**src/rtl/div_arbiter.sv**
```systemverilog
`default_nettype none
// +--------------------------------------------------------------------------+
// | Module      : div_arbiter                                                |
// | Description : Round-robin arbiter that shares one 16-bit iterative       |
// |               divider among N requesters. Operands are latched at grant, |
// |               one division is in flight at a time, and the result is     |
// |               returned with a one-cycle done pulse to the owner.         |
// | Options     : DIV_ARB_DIV0_BYPASS_EN - answer divide-by-zero locally     |
// |               without starting the divider.                              |
// | Revision    : 1.0 - initial release                                      |
// +--------------------------------------------------------------------------+
module div_arbiter #(
  parameter int N     = 4,
  parameter int IDX_W = $clog2(N)
) (
  input  logic              clk,
  input  logic              rst,
  input  logic [N-1:0]      req,
  input  logic [N-1:0]      req_mode,
  input  logic [16*N-1:0]   req_num1,
  input  logic [16*N-1:0]   req_num2,
  output logic [N-1:0]      ack,
  output logic [N-1:0]      done,
  output logic [15:0]       result,
  output logic              busy,
  output logic              div_start,
  output logic              div_mode,
  output logic [15:0]       div_num1,
  output logic [15:0]       div_num2,
  input  logic              div_work,
  input  logic              div_rdy,
  input  logic [15:0]       div_result
);

  typedef enum logic [1:0] {
    S_IDLE  = 2'd0,
    S_ISSUE = 2'd1,
    S_WAIT  = 2'd2,
    S_DONE  = 2'd3
  } state_t;

  state_t           state_q, state_d;
  logic [IDX_W-1:0] ptr_q, ptr_d;
  logic [IDX_W-1:0] owner_q, owner_d;
  logic             mode_q, mode_d;
  logic [15:0]      num1_q, num1_d;
  logic [15:0]      num2_q, num2_d;
  logic [15:0]      result_q, result_d;
  logic             first_q, first_d;
`ifdef DIV_ARB_DIV0_BYPASS_EN
  logic             byp_q, byp_d;
`endif

  logic             rr_found;
  logic [IDX_W-1:0] rr_win;
  logic [IDX_W-1:0] rr_cand;
  logic [IDX_W+3:0] rr_base;
  int               rr_j;

  // Round-robin search: first asserted request at or after the pointer, wrapping.
  always_comb begin
    rr_found = 1'b0;
    rr_win   = '0;
    rr_cand  = '0;
    rr_j     = 0;
    for (int k = 0; k < N; k++) begin
      rr_j = int'(ptr_q) + k;
      if (rr_j >= N) begin
        rr_j = rr_j - N;
      end
      rr_cand = IDX_W'(rr_j);
      if (!rr_found && req[rr_cand]) begin
        rr_found = 1'b1;
        rr_win   = rr_cand;
      end
    end
    rr_base = {rr_win, 4'b0000};
  end

  // Next-state and output decode; outputs are pure functions of state except
  // div_start, which must respect the divider's current busy flag.
  always_comb begin
    state_d   = state_q;
    ptr_d     = ptr_q;
    owner_d   = owner_q;
    mode_d    = mode_q;
    num1_d    = num1_q;
    num2_d    = num2_q;
    result_d  = result_q;
    first_d   = first_q;
`ifdef DIV_ARB_DIV0_BYPASS_EN
    byp_d     = byp_q;
`endif
    ack       = '0;
    done      = '0;
    busy      = 1'b0;
    div_start = 1'b0;

    case (state_q)
      S_IDLE: begin
        // A late div_rdy here belongs to nobody and is deliberately ignored.
        if (rr_found) begin
          owner_d = rr_win;
          mode_d  = req_mode[rr_win];
          num1_d  = req_num1[rr_base +: 16];
          num2_d  = req_num2[rr_base +: 16];
          first_d = 1'b1;
`ifdef DIV_ARB_DIV0_BYPASS_EN
          byp_d   = (req_num2[rr_base +: 16] == 16'd0);
`endif
          state_d = S_ISSUE;
        end
      end

      S_ISSUE: begin
        busy         = 1'b1;
        // Ack only on the first ISSUE cycle, even if the divider stalls us.
        ack[owner_q] = first_q;
        first_d      = 1'b0;
`ifdef DIV_ARB_DIV0_BYPASS_EN
        if (byp_q) begin
          result_d = mode_q ? num1_q : 16'hFFFF;
          state_d  = S_DONE;
        end else if (!div_work) begin
          div_start = 1'b1;
          state_d   = S_WAIT;
        end
`else
        if (!div_work) begin
          div_start = 1'b1;
          state_d   = S_WAIT;
        end
`endif
      end

      S_WAIT: begin
        busy = 1'b1;
        if (div_rdy) begin
          result_d = div_result;
          state_d  = S_DONE;
        end
      end

      S_DONE: begin
        busy          = 1'b1;
        done[owner_q] = 1'b1;
        ptr_d         = (owner_q == IDX_W'(N - 1)) ? '0 : owner_q + 1'b1;
        state_d       = S_IDLE;
      end

      default: begin
        state_d = S_IDLE;
      end
    endcase
  end

  // State and datapath registers, cleared asynchronously so an in-flight op is dropped.
  always_ff @(posedge clk or posedge rst) begin
    if (rst) begin
      state_q  <= S_IDLE;
      ptr_q    <= '0;
      owner_q  <= '0;
      mode_q   <= 1'b0;
      num1_q   <= 16'd0;
      num2_q   <= 16'd0;
      result_q <= 16'd0;
      first_q  <= 1'b0;
`ifdef DIV_ARB_DIV0_BYPASS_EN
      byp_q    <= 1'b0;
`endif
    end else begin
      state_q  <= state_d;
      ptr_q    <= ptr_d;
      owner_q  <= owner_d;
      mode_q   <= mode_d;
      num1_q   <= num1_d;
      num2_q   <= num2_d;
      result_q <= result_d;
      first_q  <= first_d;
`ifdef DIV_ARB_DIV0_BYPASS_EN
      byp_q    <= byp_d;
`endif
    end
  end

  assign result   = result_q;
  assign div_mode = mode_q;
  assign div_num1 = num1_q;
  assign div_num2 = num2_q;

endmodule
`default_nettype wire

```
**config.mk**
```make
export PLATFORM = sky130hd
export DESIGN_NAME = div_arbiter
export DESIGN_NICKNAME = d
export VERILOG_FILES = /design/src/rtl/div_arbiter.sv
export SDC_FILE = /design/constraint.sdc
export NUM_CORES = 1
export LEC_CHECK = 0
export BUFFER_PORTS_ARGS = -buffer_cell sky130_fd_sc_hd__buf_2
export CAP_MARGIN = 10
export CELL_PAD_IN_SITES_DETAIL_PLACEMENT = 1
export CELL_PAD_IN_SITES_GLOBAL_PLACEMENT = 2
export CORE_MARGIN = 2
export CORE_UTILIZATION = 24
export DETAILED_ROUTE_END_ITERATION = 7
export PLACE_DENSITY_LB_ADDON = 0.1
export SYNTH_ARGS = -nofsm -noshare
export SYNTH_HDL_FRONTEND = slang
export SYNTH_SLANG_ARGS = --single-unit
```
**constraint.sdc**
```tcl
create_clock -name clk -period 2.4 [get_ports clk]
set_input_delay 0.24 -clock clk [delete_from_list [all_inputs] [get_ports clk]]
set_output_delay 0.24 -clock clk [all_outputs]
set_load 0.01 [all_outputs]
```
# Yosys cells after proc, flatten, opt, wreduce, memory -nomap -nowiden
# Index checks and enable logic that the tools add are counted.
op_classes:
  n_addsub: 8
  n_lt_le_gt_ge: 11
  eq_ne: 7
  shifts: 2
  mux: 36
  n_bitwise: 1
  n_reduce_logical: 14
ops:
  columns: ["cell", "count"]
  rows:
  - ["$shiftx 64x7->16", 2]
  - ["$mux 2", 12]
  - ["$lt 2x3->1 const B", 6]
  - ["$mux 1", 14]
  - ["$bmux 1 s2", 5]
  - ["$ge 3x3->1 const B", 3]
  - ["$mux 4", 2]
  - ["$pmux 2 s4", 1]
  - ["$sub 2x1->2 const B", 4]
  - ["$add 2x2->3 const B", 2]
  - ["$eq 2x2->1 const B", 3]
  - ["$ne 2x2->1 const B", 3]
  - ["$reduce_and 2->1", 3]
  - ["$and 4x4->4", 1]
  - ["$logic_and 1x1->1", 4]
  - ["$add 2x1->3 const B", 1]
  - ["$ge 2x3->1 const B", 1]
  - ["$logic_not 1->1", 3]
  - ["$reduce_and 3->1", 1]
  - ["$reduce_or 3->1", 1]
  - ["$add 2x1->2 const B", 1]
  - ["$demux 1 s2", 1]
  - ["$eq 2x1->1 const B", 1]
  - ["$ge 2x1->1 const B", 1]
  - ["other kinds (3)", 3]
word_totals:
  regBits: 56
  inputBits: 156
  out_inout_bits: 59
  word_cells: 87

# Depth between registers and ports, before layout
# Gate-level depths: netlist of run 1.
logic_depth:
  word_depth: 16
  mapped_depth: 7

# Least setup slack after synthesis of run 1
# No wires, ideal clock.
synth_path:
  path_type: "register -> register"
  startpoint: "reg state_q[0]"
  endpoint: "reg result_q[0] (netlist: result[0])"
  setup_time_ns: 0.125
  t_arrival_ns: 1.566
  t_required_ns: 2.275
  slack_ns: 0.710
  path_stages_with_launch: 6
  synth_period_minus_slack_ns: 1.690
  cell_sequence: "dfrtp_1 > inv_1 > ha_1 > nand2_1 > clkbuf_1 > mux2_2"
synth_between:
  elab_chain_cells: 2
synth_rtl:
  columns: ["element", "line_no", "rtl"]
  rows:
  - ["from (decl)", "42", "state_t state_q, state_d;"]
  - ["from (signal assigned)", "172", "state_q <= state_d;"]
  - ["$eq 2x2->1", "99", "case (state_q)"]
  - ["$reduce_and 2->1 (no source line)", null, null]
  - ["to (signal assigned)", "178", "result_q <= result_d;"]
  - ["to (decl)", "48", "logic [15:0] result_q, result_d;"]
# No other way between the ends.
# A chain may end at the register's enable or synchronous reset.

# Final worst setup path of run 1
layout_path:
  startpoint: "reg ptr_q[1]"
  endpoint: "reg num1_q[11] (netlist: div_num1[11])"
layout_between:
  elab_chain_cells: 15
  word_cells_on_any_way: 39
layout_rtl:
  columns: ["element", "line_no", "rtl"]
  rows:
  - ["from (decl)", "43", "logic [IDX_W-1:0] ptr_q, ptr_d;"]
  - ["from (signal assigned)", "173", "ptr_q <= ptr_d;"]
  - ["branches (longest 15 deep; another with $add 2x1->3)", null, null]
  - ["to (signal assigned)", "176", "num1_q <= num1_d;"]
  - ["to (decl)", "46", "logic [15:0] num1_q, num1_d;"]
# Parallel ways; which one is timed is not known. The select of a mux whose other input is x is not followed.

==> results of run 1 <==
-- through the flow --
step	util [%]	area (sq um)	cells
finish	35.0	4610	669
global route	35.0	4610	669
CTS	35.0	4610	669
floorplan	-	3240	283
detailed placement	33.7	4440	661
global placement	33.7	4440	661
-- power groups by stage --
stage	registers, W	logic [W]	clock network (W)
4_1_cts	0.00171	0.00283	0.000910
2_1_floorplan	0.00188	0.00170	0
6_report	0.00170	0.00274	0.000872
3_3_place_gp	0.00171	0.00276	0
5_1_grt	0.00177	0.00308	0.000943
3_5_place_dp	0.00172	0.00282	0
-- state kept, by name, indices dropped and copies added, names as in the netlist --
name	cells
div_mode	1
div_num1	16
div_num2	16
first_q	1
owner_q	2
ptr_q	2
result	16
state_q	2
-- cells by family after synthesis --
group / after synthesis / synth area share [%]
simple gates: 60 / 8.39
mux: 85 / 27.0
buf+inv: 28 / 6.34
flops: 56 / 43.3
compound gates: 45 / 11.5
fa+ha+maj: 9 / 3.48
-- metal layers --
layer / wire [um] / vias to the layer above
met3: 1020 / 8
met1: 4250 / 1468
met2: 5630 / 117
li1: - / 1463
met4: 102 / 2
met5: 13 / -
-- cell usage in the layout (no fill, tap or decap), drive strengths merged --
| cell type | count |
|---|---|
| buf | 222 |
| mux2i | 67 |
| dfrtp | 56 |
| nand2 | 44 |
| o221ai | 33 |
| mux2 | 18 |
| ha | 9 |
| inv | 9 |
| clkbuf | 5 |
| a21oi | 5 |
| and3 | 4 |
| and2 | 4 |
| o22ai | 3 |
| nand2b | 3 |
| or2b | 1 |
| nor2 | 1 |
| nor4 | 1 |
| o21a | 1 |
| or2 | 1 |
| o31ai | 1 |
| o32a | 1 |
| o21ai | 1 |
| nor2b | 1 |
| clkinvlp | 1 |
| bufinv | 1 |
-- worst max-delay path by stage --
stage / cells after the start / from / endpoint
global placement: 6 / ptr_q[1]$_DFFE_PP0P_ / div_num1[11]$_DFFE_PP0P_
floorplan: 5 / state_q[0]$_DFFE_PP0P_ / result[0]$_DFFE_PP0P_
finish: 6 / ptr_q[1]$_DFFE_PP0P_ / div_num1[11]$_DFFE_PP0P_
global route: 6 / ptr_q[1]$_DFFE_PP0P_ / div_num1[8]$_DFFE_PP0P_
detailed placement: 6 / req[0] / div_num2[8]$_DFFE_PP0P_
CTS: 6 / ptr_q[1]$_DFFE_PP0P_ / div_num1[8]$_DFFE_PP0P_
-- area by class of cell --
class / instances / area (sq um)
fillers: 1548 / 8580
multi-input cells: 199 / 1630
flip-flops and latches: 56 / 1400
repair buffers: 222 / 1160
well taps: 176 / 220
clock buffers: 5 / 125
clock inverters: 3 / 46.3
inverters: 8 / 30.0
==> out/metrics.yaml, run 1 <==
power:
  power_frac_comb_pct: 51.6
  p_per_area_nw_per_um2: 1150
  internal_power_w: 0.00319
  p_switching_w: 0.00212
  p_seq_share_pct: 32.0
  sw_frac_of_total_pct: 40.0
  p_leak_nw: 2.46
  power_w: 0.00531
  ir_drop_mv: 0.382
  clock_power_share_pct: 16.4
critical_path:
  crit_chain: "mux2i_1 > o22ai_2 > nor2_4 > buf_4 > mux2i_1 > o221ai_1"
  worst_setup_path_end_kind: "register"
  rr_startpoint: "ptr_q[1]$_DFFE_PP0P_"
  required_ns: 2.56
  crit_top_cell: "mux2i_1"
  cp_max_fo: 22
  cp_slowest_cell: "dfrtp_1"
  startpoint_type: "register"
  arrival_ns: 2.07
  r2r_end: "div_num1[11]$_DFFE_PP0P_"
  crit_buf_inv: 1
  ff2ff_setup_slack_ns: 0.49
  worst_path_largest_cell_delay_ns: 0.45
  r2r_cells: 6
  cpLargestDelayFamily: "multiplexers"
  crit_type: "reg -> reg"
cells_and_area:
  layout-drive-gt1-share_pct: 51.1
  n_antenna_cell: 0
  area_growth_pct: 42.5
  nets: 657
outcome:
  violations: "hold timing"
  status: "finished, violations left"
route:
  first_pass_iters: 4
  vias: 3058
  routed_via_density: 4.57
  routed_wl_um: 11000
  wl_per_cell_um: 16.5
  drt_iter0_drc: 103
  drc: 0
  ant_nets: 0
sta:
  setup_viol: 0
  slew_viol_final: 0
  worstMarginPinSlew_ns: 0.671
  setup_ws_ns: 0.493
  tns_ns: 0
  hold_slack_ns: -0.00890
  fin_worst_skew_ns: 0.00384
  min_period_ns: 1.91
  max_freq_mhz: 524
  finalCritPeriodShare_pct: 79.5
  final-hold-violation-count: 23
  rsz0062_at_grt: "no"
  slew_headroom_pct: 55.1
synthesis:
  synth_edf_count: 0
  synth_top_cell_by_area: "dfrtp_1"
  synthFlopType: "dfrtp_1"
  yosysSeqAreaShare_pct: 43.3
  synthArstFlopShare_pct: 100
  syn_area_per_cell_sq_um: 11.4
  synth_nets: 448
  yosysTopAreaCellShare_pct: 43.3
  yosysUniqueCellTypes: 29
  synthTopCellsByArea: "dfrtp_1 (43%), mux2i_1 (21%), o221ai_1 (8.9%)"
  syn_inst: 283
  synth_area_sq_um: 3240
  yosys.cell_count.top_type: "mux2i_1"
  synth_common_cells: "mux2i_1 (67), dfrtp_1 (56), nand2_1 (44)"
  synth_seq_cells: 56
  synth_warnings: 0
place:
  gp_congestion: 0.714
  portBuffers: 214
  post-place-ws_ns: 0.447
  hpwl_um: 8590
clock_network:
  cts_tree: "yes"
  clock_latency_ns: 0.30
  postCtsSetupRepairBufs: 0
  cts_inserted_buffers: 5
  clk_pin_slew_ns: 0.08
  clockBufferDepth: 2
  cts_sinks: 56
  h-tree-depth: 2
  cts_hold_buf: 0
  root_buffer: "clkbuf_16"
  cts_resized: 0
floorplanning:
  dieArea_sq_um: 14400
  die_x_um: 120
  coreArea_sq_um: 13200
  die_h_um: 120
  io_pins: 215
  start_util_pct: 24.5
  placementRows: 42
global_routing:
  gr-usage-met1_pct: 17.1
  grt-ovfl-total: 0
  gr-usage-met3_pct: 5.56
  track_usage_pct: 15.4
  busiest_layer: "met2"
  grt_start_max_net_pins: 45
  grt_first_pass_wirelength_um: 17400
  grt_pass1_vias: 3374
  use_met2_pct: 27.7
  grt_antenna_before_repair: 1
hold_path:
  hp-class: "in -> async"
flow_run:
  maxCapViolations: 0
Note: power is estimated with default switching activity, not from simulation.
==> run 2, diff against run 1 <==
clock period = 2 ns   (was 2.4 ns; I/O delays follow)
==> out/metrics.yaml, run 2 (synthesis results as in run 1) <==
outcome:
  status: "finished, final reports clean"
clock_network:
  cts_tree: "yes"
  postCtsSetupRepairBufs: 0  # unchanged
  root_buffer: "clkbuf_16"
  clock_latency_ns: 0.31  # about the same
  clockBufferDepth: 2  # unchanged
  clk_pin_slew_ns: 0.08  # about the same
  cts_sinks: 56  # unchanged
  cts_inserted_buffers: 5  # unchanged
  h-tree-depth: 2  # unchanged
power:
  p_per_area_nw_per_um2: 1380  # +20%
  p_leak_nw: 2.49  # +1.4%
  ir_drop_mv: 0.477  # +25%
sta:
  tns_ns: 0  # unchanged
  slew_headroom_pct: 58.4  # +3.3 points
  slew_viol_final: 0  # unchanged
  rsz0062_at_grt: "no"
  final-hold-violation-count: 0  # -100%
  fin_worst_skew_ns: 0.00678  # +0.00294 ns
  worstMarginPinSlew_ns: 0.623  # -0.0489 ns
  finalCritPeriodShare_pct: 89.9  # +10 points
  setup_viol: 0  # unchanged
  min_period_ns: 1.80  # -0.109 ns
  max_freq_mhz: 556  # +6.1%
cells_and_area:
  area_growth_pct: 44.8
  layout_common_cells: "buf_2 (214), mux2i_1 (67), dfrtp_1 (56)"
  layout-drive-gt1-share_pct: 51.3  # +0.19 points
  final_common_cell: "buf_2"
  nets: 661  # +0.61%
  finalNonFillerCells: 673  # +0.60%
  n_antenna_cell: 0  # unchanged
route:
  routed_wl_um: 11200  # +1.7%
  first_pass_iters: 4  # unchanged
  ant_nets: 0  # unchanged
  vias: 3040  # -0.59%
  drt_iter0_drc: 59  # -43%
  drc: 0  # unchanged
  wl_per_cell_um: 16.6  # +1.1%
  routed_via_density: 4.52  # -1.2%
critical_path:
  worst_path_largest_cell_delay_ns: 0.44  # about the same
  required_ns: 2.18  # -0.38 ns
  crit_type: "reg -> reg"
  arrival_ns: 1.98  # -0.09 ns
  worst_setup_path_end_kind: "register"
  startpoint_type: "register"
  cp_slowest_cell: "dfrtp_1"
  r2r_cells: 6  # unchanged
  crit_chain: "mux2i_1 > o22ai_2 > nor2_4 > buf_6 > mux2i_1 > o221ai_1"
  r2r_end: "div_num2[6]$_DFFE_PP0P_"
  crit_top_cell: "mux2i_1"
  rr_startpoint: "ptr_q[1]$_DFFE_PP0P_"
  cp_max_fo: 20  # -9.1%
  ff2ff_setup_slack_ns: 0.20  # -0.29 ns
global_routing:
  grt_first_pass_wirelength_um: 17700  # +1.5%
  grt_antenna_before_repair: 0  # -1
  track_usage_pct: 15.7  # +0.35 points
  grt_start_max_net_pins: 32  # -29%
  grt-ovfl-total: 0  # unchanged
  grt_pass1_vias: 3422  # +1.4%
floorplanning:
  placementRows: 42  # unchanged
  dieArea_sq_um: 14400  # unchanged
  die_x_um: 120  # unchanged
  start_util_pct: 24.5  # unchanged
  die_h_um: 120  # unchanged
  io_pins: 215  # unchanged
  coreArea_sq_um: 13200  # unchanged
hold_path:
  hp-class: "in -> reg"
  hp-start: "div_result[0]"
  min_path_cells: 2
  min_to: "result[0]$_DFFE_PP0P_"
place:
  dp_cells: 664  # +0.45%
  portBuffers: 214  # unchanged
  gp_congestion: 0.728  # +2.0%
  hpwl_um: 8810  # +2.6%
flow_run:
  maxCapViolations: 0  # unchanged
-- run 2: cell count changes in the layout (fill, tap and decap cells not counted), sizes merged --
cell,before,now
dlygate4sd3,0,1
buf,222,225
-- run 2: worst max-delay path: cells and delay by family, from the launching register on --
| family | cells | cell delay [ns] |
|---|---|---|
| buffers and inverters | 1 | 0.28 |
| flip-flops | 1 | 0.44 |
| AND/OR/NAND/NOR | 1 | 0.21 |
| multiplexers | 2 | 0.47 |
| AO/OA/AOI/OAI | 2 | 0.27 |
-- run 2: timing repair --
action,in CTS,in global routing
setup endpoints to repair,0,9
hold endpoints to repair,25,0
hold buffers,1,0
resized for setup,0,1
-- run 2: worst max path at each step --
stage	start	end	cells after the start
floorplan	state_q[0]$_DFFE_PP0P_	result[0]$_DFFE_PP0P_	5
global placement	ptr_q[1]$_DFFE_PP0P_	div_num1[12]$_DFFE_PP0P_	6
detailed placement	ptr_q[1]$_DFFE_PP0P_	div_num2[6]$_DFFE_PP0P_	6
CTS	ptr_q[1]$_DFFE_PP0P_	div_num2[6]$_DFFE_PP0P_	6
global route	ptr_q[1]$_DFFE_PP0P_	div_num2[0]$_DFFE_PP0P_	6
finish	ptr_q[1]$_DFFE_PP0P_	div_num2[6]$_DFFE_PP0P_	6
-- run 2: area by class of cell --
cell class              instances  area [sq um]
multi-input cells             199          1630
repair buffers                226          1230
fillers                      1555          8500
flip-flops and latches         56          1400
clock buffers                   5           125
clock inverters                 3          46.3
well taps                     176           220
inverters                       8          30.0
-- run 2: per-layer routing --
| layer | GRT usage [%] | wire length (um) | vias up |
|---|---|---|---|
| met4 | 4.19 | 177 | 0 |
| met3 | 5.89 | 969 | 13 |
| li1 | - | - | 1464 |
| met2 | 27.7 | 5750 | 117 |
| met1 | 17.7 | 4310 | 1446 |
| met5 | 0 | 0 | - |
-- run 2: report_power, final --
group / switching (W) / internal, W
Clock: 0.000461 / 0.000597
Sequential: 0.000325 / 0.00171
Combinational: 0.00178 / 0.00161
Total: 0.00256 / 0.00392
-- run 2: through the flow --
| step | instance area, sq um | utilization (%) | setup WS (ns) | total power [W] | hold WS, ns |
|---|---|---|---|---|---|
| floorplan | 3240 | - | 0.310 | 0.00430 | 0.351 |
| global placement | 4500 | 34.1 | 0.183 | 0.00546 | 0.330 |
| detailed placement | 4500 | 34.1 | 0.112 | 0.00554 | 0.326 |
| CTS | 4680 | 35.5 | 0.102 | 0.00664 | 0.102 |
| global route | 4690 | 35.5 | 0.0200 | 0.00704 | 0.116 |
| finish | 4690 | 35.5 | 0.202 | 0.00648 | 0.116 |
==> run 3, diff against run 2 <==
ABC_AREA = 1   (was default)
CORE_UTILIZATION = 23   (was 24)
==> out/metrics.yaml, run 3 <==
outcome:
  status: "finished, final reports clean"
floorplanning:
  placementRows: 48  # +14%
  dieArea_sq_um: 18600  # +29%
  die_h_um: 136  # +13%
  start_util_pct: 23.4  # -1.1 points
  die_x_um: 136  # +13%
  coreArea_sq_um: 17200  # +30%
  io_pins: 215  # unchanged
hold_path:
  hp-start: "div_result[10]"
  hp-class: "in -> reg"
global_routing:
  busiest_layer: "met2"
  grt_antenna_before_repair: 2  # +2
  grt_first_pass_wirelength_um: 22900  # +30%
  gr-usage-met3_pct: 4.47  # -1.4 points
  grt-ovfl-total: 0  # unchanged
  grt_start_max_net_pins: 35  # +9.4%
  track_usage_pct: 15.6  # -0.12 points
  gr-usage-met1_pct: 19.0  # +1.3 points
  grt_pass1_vias: 4718  # +38%
  use_met2_pct: 26.9  # -0.82 points
critical_path:
  crit_path_start: "ptr_q[0]$_DFFE_PP0P_"
  rr_startpoint: "ptr_q[0]$_DFFE_PP0P_"
  worst_path_largest_cell_delay_ns: 0.48  # +0.04 ns
  startpoint_type: "register"
  crit_chain: "buf_6 > nand2_1 > nand2_2 > nand2_2 > nand2_4 > nor2_8 > nand3_4 > nand3_4 > clkbuf_16 > clkbuf_16 > nand2_1 > o21ai_1 > nand2_1 > nand3_1"
  crit_type: "reg -> reg"
  cp_max_fo: 8  # -60%
  crit_top_cell: "nand2_1"
  worst_setup_path_end_kind: "register"
  cp_slowest_cell: "dfrtp_2"
  required_ns: 2.24  # +0.06 ns
  arrival_ns: 2.21  # +0.23 ns
route:
  drc: 0  # unchanged
  routed_wl_um: 15800  # +41%
  routed_via_density: 4.32  # -4.4%
  drt_iter0_drc: 151  # +160%
  first_pass_iters: 4  # unchanged
  ant_nets: 0  # unchanged
  wl_per_cell_um: 15.1  # -9.1%
  vias: 4506  # +48%
synthesis:
  synth_common_cells: "nand2_1 (212), inv_1 (110), dfrtp_1 (56)"
  synth_area_sq_um: 4030  # +24%
  yosysTopAreaCellShare_pct: 34.8  # -8.5 points
  synth_seq_cells: 56  # unchanged
  synthTopCellsByArea: "dfrtp_1 (35%), nand2_1 (20%), inv_1 (10%)"
  yosys.cell_count.top_type: "nand2_1"
  yosysUniqueCellTypes: 27  # -6.9%
  syn_area_per_cell_sq_um: 6.88  # -40%
  syn_inst: 585  # +110%
  synth_warnings: 0  # unchanged
  synth_top_cell_by_area: "dfrtp_1"
  yosysSeqAreaShare_pct: 34.8  # -8.5 points
  synth_edf_count: 0  # unchanged
  synth_nets: 750  # +67%
  synthArstFlopShare_pct: 100  # unchanged
  synthFlopType: "dfrtp_1"
clock_network:
  clockBufferDepth: 2  # unchanged
  root_buffer: "clkbuf_16"
  clk_pin_slew_ns: 0.08  # about the same
  cts_sinks: 56  # unchanged
  clock_latency_ns: 0.30  # about the same
  cts_inserted_buffers: 5  # unchanged
  h-tree-depth: 2  # unchanged
  cts_tree: "yes"
power:
  p_leak_nw: 3.48  # +40%
  p_per_area_nw_per_um2: 2040  # +47%
  ir_drop_mv: 0.897  # +88%
sta:
  finalCritPeriodShare_pct: 98.5  # +8.5 points
  rsz0062_at_grt: "yes"
  final-hold-violation-count: 0  # unchanged
  min_period_ns: 1.97  # +0.171 ns
  slew_viol_final: 0  # unchanged
  hold_slack_ns: 0.129  # +0.0137 ns
  worstMarginPinSlew_ns: 0.560  # -0.0630 ns
  tns_ns: 0  # unchanged
  max_freq_mhz: 508  # -8.7%
  setup_ws_ns: 0.0309  # -0.171 ns
  setup_viol: 0  # unchanged
  slew_headroom_pct: 62.6  # +4.2 points
  fin_worst_skew_ns: 0.00578  # -0.00100 ns
cells_and_area:
  layout_common_cells: "buf_2 (214), nand2_1 (203), inv_1 (106)"
  nets: 982  # +49%
  area_growth_pct: 47.3
  layout-drive-gt1-share_pct: 39.0  # -12 points
  finalNonFillerCells: 1044  # +55%
  final_common_cell: "buf_2"
  fin_util_pct: 34.5  # -1.0 points
flow_run:
  maxCapViolations: 0  # unchanged
place:
  post-place-ws_ns: -0.0268  # -0.138 ns
  hpwl_um: 11500  # +31%
  dp_cells: 1017  # +53%
  gp_congestion: 0.739  # +1.5%
  portBuffers: 214  # unchanged
## run 3: changes by cell type after synthesis, moves of 4 or more
cell      before  now
mux2i_1       67    0
buf_12         5    0
o21ai_0        0   15
nand4_1        0   19
and3_1         4    0
o21ai_1        1   42
and2_1         4    0
nor2_1         0    6
o221ai_1      33    0
nand2_1       44  212
nand3_1        0   48
inv_1          8  110
buf_6          0   12
nand2_2        0    9
## run 3: power breakdown
part | internal (W) | leakage, nW | switching (W) | total, W
clock network | 0.000496 | 0.0766 | 0.000428 | 0.000924
registers | 0.00173 | 0.684 | 0.000353 | 0.00209
logic | 0.00397 | 2.72 | 0.00509 | 0.00906
## run 3: worst max-delay path, delay by kind of cell (launching register included)
family	cells	cell delay (ns)
AO/OA/AOI/OAI	1	0.07
buffers and inverters	3	0.51
flip-flops	1	0.48
AND/OR/NAND/NOR	10	0.82
## run 3: through the flow
| step | power (W) | instance area (sq um) |
|---|---|---|
| after floorplan | 0.00717 | 4030 |
| after global placement | 0.00921 | 5390 |
| after detailed placement | 0.00934 | 5390 |
| after CTS | 0.0106 | 5590 |
| after global routing | 0.0132 | 5930 |
| final | 0.0121 | 5930 |
## run 3: logic make-up after synthesis
family	Yosys count	share of synthesized area, %
compound gates	59	7.34
fa+ha+maj	9	2.80
buf+inv	140	15.9
flops	56	34.8
mux	16	4.48
simple gates	305	34.7
## run 3: area by class of cell
cell class	instances	area (sq um)
diodes	1	2.50
clock buffers	6	139
clock inverters	2	10.0
fillers	2228	11200
inverters	113	432
multi-input cells	389	2060
flip-flops and latches	56	1400
well taps	225	282
repair buffers	251	1600
repair inverters	1	6.26
## run 3: timing repair
item,CTS,global route
hold endpoints to repair,22,0
buffers inserted,0,5
gates resized for setup,3,34
gates cloned,1,11
pin swaps,0,2
hold buffers,1,0
endpoints found under the setup margin,25,35
## run 3: per-layer routing
layer	vias up	part of all wire [%]
met4	4	1.3
met5	-	0.15
met3	16	6.4
li1	2268	-
met1	2098	43
met2	120	49
## run 3: worst paths after layout
path | endpoint | slack [ns] | depth (start not counted)
max in group asynchronous | result[10]$_DFFE_PP0P_ | 0.86 | 4
worst max-delay path | div_num2[2]$_DFFE_PP0P_ | 0.03 | 14
worst max register to register | div_num2[2]$_DFFE_PP0P_ | 0.03 | 14
worst min register to register | div_num1[14]$_DFFE_PP0P_ | 0.48 | 2
worst min-delay path | result[10]$_DFFE_PP0P_ | 0.13 | 2
min in group asynchronous | div_num2[14]$_DFFE_PP0P_ | 0.50 | 3
